[src/rtl/ascii_expr_parser.sv]
// ASCII expression front end: turns "<a><op><b>=" character streams into
// signed 8-bit operands plus an operator code for the ALU stage.
module ascii_expr_parser #(
    parameter int MAX_DIGITS = 3
) (
    input  logic       clock,
    input  logic       reset,
    input  logic [7:0] rx_data,
    input  logic       rx_valid,
    output logic [7:0] data_a,
    output logic [7:0] data_b,
    output logic [7:0] operation,
    output logic       cmd_valid,
    output logic       parse_error
);
    // Accumulator wide enough for MAX_DIGITS nines before the range check.
    localparam int AW = 4 * MAX_DIGITS;
    localparam int CW = $clog2(MAX_DIGITS + 1);

    typedef enum logic [2:0] {A_SIGN, A_DIG, B_SIGN, B_DIG, FLUSH} state_t;

    state_t          r_state, w_state_nxt;
    logic            r_neg_a, r_neg_b;
    logic [AW-1:0]   r_acc;
    logic [CW-1:0]   r_cnt;
    logic [7:0]      r_a_val, r_op;

    logic w_is_dig, w_is_minus, w_is_op, w_is_sp, w_is_term;
    logic w_cur_neg, w_in_range;
    logic [7:0]    w_val;
    logic [AW-1:0] w_digit, w_acc_mac;
    logic w_err, w_cmd, w_neg_set, w_acc_start, w_acc_step, w_latch_a;

    assign w_is_dig   = (rx_data >= 8'h30) && (rx_data <= 8'h39);
    assign w_is_minus = (rx_data == 8'h2D);
    assign w_is_op    = (rx_data == 8'h2B) || (rx_data == 8'h2D) || (rx_data == 8'h2A) ||
                        (rx_data == 8'h2F) || (rx_data == 8'h26) || (rx_data == 8'h7C);
    assign w_is_sp    = (rx_data == 8'h20);
    assign w_is_term  = (rx_data == 8'h3D) || (rx_data == 8'h0D);

    // Sign of whichever operand is currently being assembled.
    assign w_cur_neg  = (r_state == A_SIGN || r_state == A_DIG) ? r_neg_a : r_neg_b;
    // Negative side reaches one further (-128).
    assign w_in_range = w_cur_neg ? (r_acc <= AW'(128)) : (r_acc <= AW'(127));
    assign w_val      = w_cur_neg ? 8'(~r_acc[7:0] + 8'd1) : r_acc[7:0];
    assign w_digit    = AW'(rx_data[3:0]);
    assign w_acc_mac  = AW'(r_acc * AW'(10)) + w_digit;

    // Action decode: what the current character does in the current state.
    always_comb begin
        w_err       = 1'b0;
        w_cmd       = 1'b0;
        w_neg_set   = 1'b0;
        w_acc_start = 1'b0;
        w_acc_step  = 1'b0;
        w_latch_a   = 1'b0;
        if (rx_valid && !w_is_sp) begin
            case (r_state)
                A_SIGN, B_SIGN: begin
                    if (w_is_minus && !w_cur_neg) w_neg_set   = 1'b1;
                    else if (w_is_dig)            w_acc_start = 1'b1;
                    else                          w_err       = 1'b1;
                end
                A_DIG: begin
                    if (w_is_dig) begin
                        if (r_cnt == CW'(MAX_DIGITS)) w_err = 1'b1;
                        else                          w_acc_step = 1'b1;
                    end else if (w_is_op) begin
                        if (w_in_range) w_latch_a = 1'b1;
                        else            w_err     = 1'b1;
                    end else begin
                        w_err = 1'b1;
                    end
                end
                B_DIG: begin
                    if (w_is_dig) begin
                        if (r_cnt == CW'(MAX_DIGITS)) w_err = 1'b1;
                        else                          w_acc_step = 1'b1;
                    end else if (w_is_term) begin
                        if (w_in_range) w_cmd = 1'b1;
                        else            w_err = 1'b1;
                    end else begin
                        w_err = 1'b1;
                    end
                end
                default: ;  // FLUSH swallows everything silently
            endcase
        end
    end

    // Next-state selection; an error on a terminator resyncs immediately.
    always_comb begin
        w_state_nxt = r_state;
        if (w_err) begin
            w_state_nxt = w_is_term ? A_SIGN : FLUSH;
        end else begin
            case (r_state)
                A_SIGN:  if (w_acc_start) w_state_nxt = A_DIG;
                A_DIG:   if (w_latch_a)   w_state_nxt = B_SIGN;
                B_SIGN:  if (w_acc_start) w_state_nxt = B_DIG;
                B_DIG:   if (w_cmd)       w_state_nxt = A_SIGN;
                default: if (rx_valid && w_is_term) w_state_nxt = A_SIGN;
            endcase
        end
    end

    // State register.
    always_ff @(posedge clock) begin
        if (!reset) r_state <= A_SIGN;
        else        r_state <= w_state_nxt;
    end

    // Operand assembly, command latching and the one-cycle pulses.
    always_ff @(posedge clock) begin
        if (!reset) begin
            r_neg_a     <= 1'b0;
            r_neg_b     <= 1'b0;
            r_acc       <= '0;
            r_cnt       <= '0;
            r_a_val     <= 8'h00;
            r_op        <= 8'h00;
            data_a      <= 8'h00;
            data_b      <= 8'h00;
            operation   <= 8'h00;
            cmd_valid   <= 1'b0;
            parse_error <= 1'b0;
        end else begin
            cmd_valid   <= w_cmd;
            parse_error <= w_err;
            if (w_err || w_cmd) begin
                r_neg_a <= 1'b0;
                r_neg_b <= 1'b0;
                r_acc   <= '0;
                r_cnt   <= '0;
            end else begin
                if (w_neg_set) begin
                    if (r_state == A_SIGN) r_neg_a <= 1'b1;
                    else                   r_neg_b <= 1'b1;
                end
                if (w_acc_start) begin
                    r_acc <= w_digit;
                    r_cnt <= CW'(1);
                end
                if (w_acc_step) begin
                    r_acc <= w_acc_mac;
                    r_cnt <= r_cnt + CW'(1);
                end
                if (w_latch_a) begin
                    r_a_val <= w_val;
                    r_op    <= rx_data;
                    r_acc   <= '0;
                    r_cnt   <= '0;
                end
            end
            if (w_cmd) begin
                data_a    <= r_a_val;
                data_b    <= w_val;
                operation <= r_op;
            end
        end
    end
endmodule

[config.mk]
export PLATFORM = sky130hd
export DESIGN_NAME = ascii_expr_parser
export DESIGN_NICKNAME = d
export VERILOG_FILES = /design/src/rtl/ascii_expr_parser.sv
export SDC_FILE = /design/constraint.sdc
export NUM_CORES = 1
export LEC_CHECK = 0
export CORE_MARGIN = 3
export CORE_UTILIZATION = 50
export DETAILED_ROUTE_END_ITERATION = 7
export DONT_BUFFER_PORTS = 1
export GPL_ROUTABILITY_DRIVEN = 0
export PLACE_DENSITY = 0.68
export SLEW_MARGIN = 20
export SYNTH_ARGS = -nofsm -noshare
export SYNTH_HDL_FRONTEND = slang
export SYNTH_SLANG_ARGS = --single-unit
[constraint.sdc]
create_clock -name clock -period 2.45 [get_ports clock]
set_input_delay 0.1225 -clock clock [delete_from_list [all_inputs] [get_ports clock]]
set_output_delay 0.1225 -clock clock [all_outputs]
set_load 0.1 [all_outputs]
* Word-level counts from Yosys, hierarchy flattened
Index checks and enable logic that the tools add are counted.
** Cells by class
- $add $sub $neg :: 3
- $mul :: 1
- Magnitude comparators :: 4
- Equal/unequal tests :: 17
- Muxes and demuxes :: 45
- Bitwise logic cells :: 4
- Reduce and logical (&&, ||, !) cells :: 25
** Operators by type and width (count)
- 8-bit by 6-bit == test with 1-bit output (second input constant) :: 7
- 1-bit two-way mux :: 31
- 12-bit two-way mux :: 2
- 3-bit two-way mux :: 7
- 12-bit by 4-bit adder with 12-bit output :: 1
- 12-bit by 7-bit less-or-equal comparator with 1-bit output (second input constant) :: 1
- 12-bit by 8-bit less-or-equal comparator with 1-bit output (second input constant) :: 1
- 12-bit by 3-bit multiplier with 11-bit output (second input constant) :: 1
- 3-bit != test (second input constant) :: 4
- 3-bit one-hot mux with 4 select lines :: 1
- 8-bit by 1-bit adder with 8-bit output (second input constant) :: 1
- 8-bit by 4-bit == test with 1-bit output (second input constant) :: 1
- 8-bit by 7-bit == test with 1-bit output (second input constant) :: 1
- 8-bit by 6-bit >= comparator with 1-bit output (second input constant) :: 1
- 8-bit by 6-bit less-or-equal comparator with 1-bit output (second input constant) :: 1
- 1-bit logical OR :: 8
- 8-bit two-way mux :: 1
- 8-bit inverter :: 1
- 3-bit by 2-bit == test with 1-bit output (second input constant) :: 2
- 2-bit AND reduction :: 3
- 6-bit nonzero test :: 1
- 2-bit OR reduction :: 3
- 5-bit AND reduction :: 1
- 1-bit logical AND :: 4
- other kinds (10) :: 14
** Word-level totals
- Register bits :: 61
- Input port bits :: 11
- Output and inout bits :: 26
- Logic and storage cells :: 111

* Logic depth before layout (Yosys ltp)
- Depth after elaboration :: 13
- Depth in mapped cells :: 11
- Depth with buffers taken out :: 11

* Worst setup path before layout
Ideal clock, no wire load.
- Path kind :: register to register
- Start point :: reg r_acc[1]
- End point :: reg r_acc[11]
- Setup time :: 0.119 ns
- Arrival :: 2.402 ns
- Slack :: -0.071 ns
- Cell stages (with the launch flop) :: 12
- Path buffers :: 0
- Cells stage by stage :: dfxtp_1 ha_1 ha_1 inv_1 fa_1 nand2b_1 a21oi_1 xor2_1 nand3_1 o31a_1 o21ai_0 a21oi_1
** On the way
- Word-level cells in the longest chain between the ends :: 9
- Elaborated cells on any way between the ends :: 24
- Those cells by class :: add/sub: 1; mul: 1; order compare: 2; mux: 18; reduce/logical: 2
** Ends and longest elaborated chain
- start: declaration :: RTL line 24 : logic [AW-1:0] r_acc;
- start signal: assignment :: RTL line 141 : r_acc <= w_digit;
- start signal: assignment :: RTL line 145 : r_acc <= w_acc_mac;
- branches (longest 9 deep; another with 12-bit by 3-bit multiplier with 11-bit output)
Several ways; the timed one is not identified.
A chain may end at the register's enable or synchronous reset.

* Worst setup path after layout
- Start point :: reg r_acc[2]
- End point :: reg r_acc[11]
The elaborated chain is that of the path after synthesis.

==> impl_metrics.csv <==
group,metric,value,unit
global_routing,antenna_found_initial,0,
timing,tightest_slew,0.933,ns
timing,whs,0.0531,ns
detailed_routing,drtIter0Drc,177,
worst_setup_path,worstSetupEndpointType,"flop",
synthesis,synthesis.area,3250,um2
detailed_routing,routed_wl,8.31,mm
detailed_routing,first_pass_iters,4,
placed_design,dp.cells,491,
placed_design,portBuffers,0,
detailed_routing,dr_total_vias,2985,
timing,finalHoldViolations,0,
timing,slew_viol_final,0,
floorplan,die_w,86.6,um
worst_setup_path,critPathRequiredTime,2.67,ns
timing,period_minus_slack,2.41,ns
cells_and_area,nets,472,
timing,finalCritPeriodShare,98.5,%
clocking,numCtsBuffers,9,
worst_setup_path,critPathKind,"flop to flop",
placed_design,dpl_worst_slack,-0.106,ns
placed_design,dpl.hpwl,5.47,mm
clocking,cts_root_buf,"clkbuf_8",
placed_design,placed_area,3660,um2
synthesis,synthCells,387,
worst_hold_path,worst_hold_startpoint,"rx_valid",
floorplan,die_area,7490,um2
synthesis,synthFlopType,"dfxtp_1",
cells_and_area,final_common_cell,"dfxtp_1",
clocking,cts_tree,"yes",
pwr,power_density,500,nW/um2
synthesis,synthArstFlopShare,0,%
floorplan,start_util,53.2,%
synthesis,synth_edf_count,0,
synthesis,ys_types,54,
timing,timing.fmax,0.414,GHz
pwr,ir_worst_vdd,0.496,mV
worst_hold_path,hp-class,"primary input to flop",
global_routing,grt_pass1_wl,13.3,mm
cells_and_area,synthToLayoutAreaGrowth,27.7,%
detailed_routing,vias_per_cell,5.75,
cells_and_area,final_area,4140,um2
worst_setup_path,cp_cell_sequence,"ha_1 > ha_4 > inv_1 > fa_2 > nand2b_4 > a21oi_4 > buf_4 > a311oi_4 > o31a_1 > o21ai_1 > a21oi_1",
worst_setup_path,regToRegStartpoint,"r_acc[2]",
detailed_routing,drc_errors,0,
synthesis,syn_area_per_cell,8.39,um2
floorplan,core-area,6100,um2
worst_setup_path,reg2reg_slack,0.04,ns
floorplan,rows,28,
worst_hold_path,holdPathStages,3,
worst_setup_path,critPathMaxStageDelay,0.39,ns
cells_and_area,fin_cells,519,
cells_and_area,antenna_cells,0,
clocking,cts.sinks,61,
outcome,outcome,"finished clean",
global_routing,grt-ovfl-total,0,
worst_setup_path,worstPathArrival,2.64,ns
worst_setup_path,cp_max_fo,6,
global_routing,grt_max_degree,32,
worst_setup_path,r2r_cells,11,
worst_setup_path,start_kind,"flop",
global_routing,grt_usage,22.2,%
cells_and_area,final_cell_mix,"55 x dfxtp_1, 53 x nand2_1, 49 x buf_4",
synthesis,synth_seq_cells,61,
floorplan,ios,37,
synthesis,yosys_warnings,0,
worst_setup_path,cp_slowest_cell,"dfxtp_4",
timing,setup_slack,0.0356,ns
timing,slew_headroom,37.7,%
clocking,htree_levels,3,
synthesis,ys_seq_area_share,37.6,%
detailed_routing,wl_per_cell,16.0,um
clocking,ctsLongestPathBuffers,2,
synthesis,synth_fp_nets,420,
clocking,insertion_delay,0.33,ns
floorplan,die_h,86.6,um
clocking,cts.clk_slew.worst_paths,0.07,ns
global_routing,grt_pass1_vias,2899,
pwr,cellLeakagePower,1.57,nW
worst_hold_path,holdPathEnd,"r_state[2]",
worst_setup_path,rr_endpoint,"r_acc[11]",
flow_run,cap_violations,0,
timing,setup-violations-final,0,
detailed_routing,ant_nets,0,
timing,fin_skew,0.00532,ns
cells_and_area,drive_gt1_share,23.9,%
==> Yosys cell counts (all sizes together), types with 2 or more instances <==
cell / count / area, um2
a21o: 3 / 22.5
nand2: 53 / 199
a31oi: 6 / 37.5
a21oi: 41 / 205
a221oi: 2 / 17.5
clkbuf: 11 / 41.3
nor2: 44 / 165
a41oi: 2 / 17.5
or3: 2 / 12.5
mux2i: 7 / 73.8
inv: 12 / 45.0
o31a: 2 / 17.5
nand4b: 3 / 26.3
xor2: 9 / 78.8
o21ai: 10 / 50.1
or4: 3 / 22.5
fa: 2 / 40.0
and3: 2 / 13.8
a211oi: 16 / 125
nor3: 9 / 45.0
nor2b: 3 / 18.8
nand2b: 3 / 18.8
o211ai: 2 / 15.0
and3b: 2 / 17.5
nor4: 6 / 43.8
ha: 20 / 250
xnor2: 12 / 105
nand4: 3 / 33.8
dfxtp: 61 / 1220
buf: 9 / 56.3
a22oi: 2 / 15.0
nand3: 10 / 50.1
==> worst max-delay path by stage <==
stage          slack (ns)     start         to
2_1_floorplan        0.02  r_acc[1]  r_acc[11]
3_3_place_gp        -0.02  r_acc[2]  r_acc[10]
3_5_place_dp        -0.11  r_acc[2]  r_acc[10]
4_1_cts             0.004  r_acc[3]  r_acc[11]
5_1_grt             -0.06  r_acc[2]  r_acc[10]
6_report             0.04  r_acc[2]  r_acc[11]
==> sequential cells by signal, summed over array words and instances, names as in the netlist <==
signal	count
r_op	8
r_cnt	2
cmd_valid	1
r_neg_b	1
parse_error	1
r_acc	12
data_b	8
r_state	3
data_a	8
r_a_val	8
operation	8
r_neg_a	1
==> worst max-delay path: cells and delay by family (launching register included) <==
family          cells  cell delay, ns
simple gates        1            0.18
fa+ha+maj           3            0.73
flops               1            0.39
buf+inv             2            0.20
compound gates      5            0.79
==> metal layers <==
metal | up-vias | wire (um) | global-route usage (%)
li1 | 1487 | - | -
met1 | 1401 | 3580 | 28.0
met2 | 85 | 4120 | 37.1
met3 | 12 | 490 | 6.18
met4 | 0 | 124 | 6.37
met5 | - | 0 | 0
==> metrics by stage <==
step,utilization [%],TNS [ns],total power (W)
2_1_floorplan,-,0,0.00109
3_3_place_gp,60.0,-0.0206,0.00110
3_5_place_dp,60.0,-0.166,0.00110
4_1_cts,65.1,0,0.00208
5_1_grt,68.0,-0.116,0.00213
6_report,68.0,0,0.00207
==> what timing repair did <==
action	4_1_cts	5_1_grt
resized for setup	6	30
endpoints found under the setup margin	2	18
hold buffers	6	1
buffers inserted	2	2
pin swaps	1	7
endpoints found under the hold margin	13	8
cloned	0	1
==> cells by family after synthesis <==
| kind of cell | after synthesis | share of synthesized area (%) |
|---|---|---|
| muxes | 7 | 2.27 |
| xor gates and xnor gates | 21 | 5.67 |
| DFF | 61 | 37.6 |
| adders and majority gates | 22 | 8.94 |
| buffers and inverters | 33 | 4.51 |
| and+or+nand+nor | 150 | 22.4 |
| AOI/OAI and AO/OA | 93 | 18.5 |
==> power by group <==
part / leakage, nW / total (W) / internal (W) / switching [W]
Combinational: 0.961 / 0.000102 / 0.0000434 / 0.0000586
Sequential: 0.495 / 0.00100 / 0.000993 / 0.0000110
Clock: 0.110 / 0.000965 / 0.000573 / 0.000392
==> layout make-up <==
cell class | instances | area (um2)
well taps | 75 | 93.8
clock buffers | 10 | 128
multi-input cells | 294 | 2050
flip-flops and latches | 61 | 1230
inverters | 13 | 48.8
clock inverters | 6 | 87.6
fillers | 530 | 1950
repair buffers | 60 | 500
Note: power is estimated with default switching activity, not from simulation.
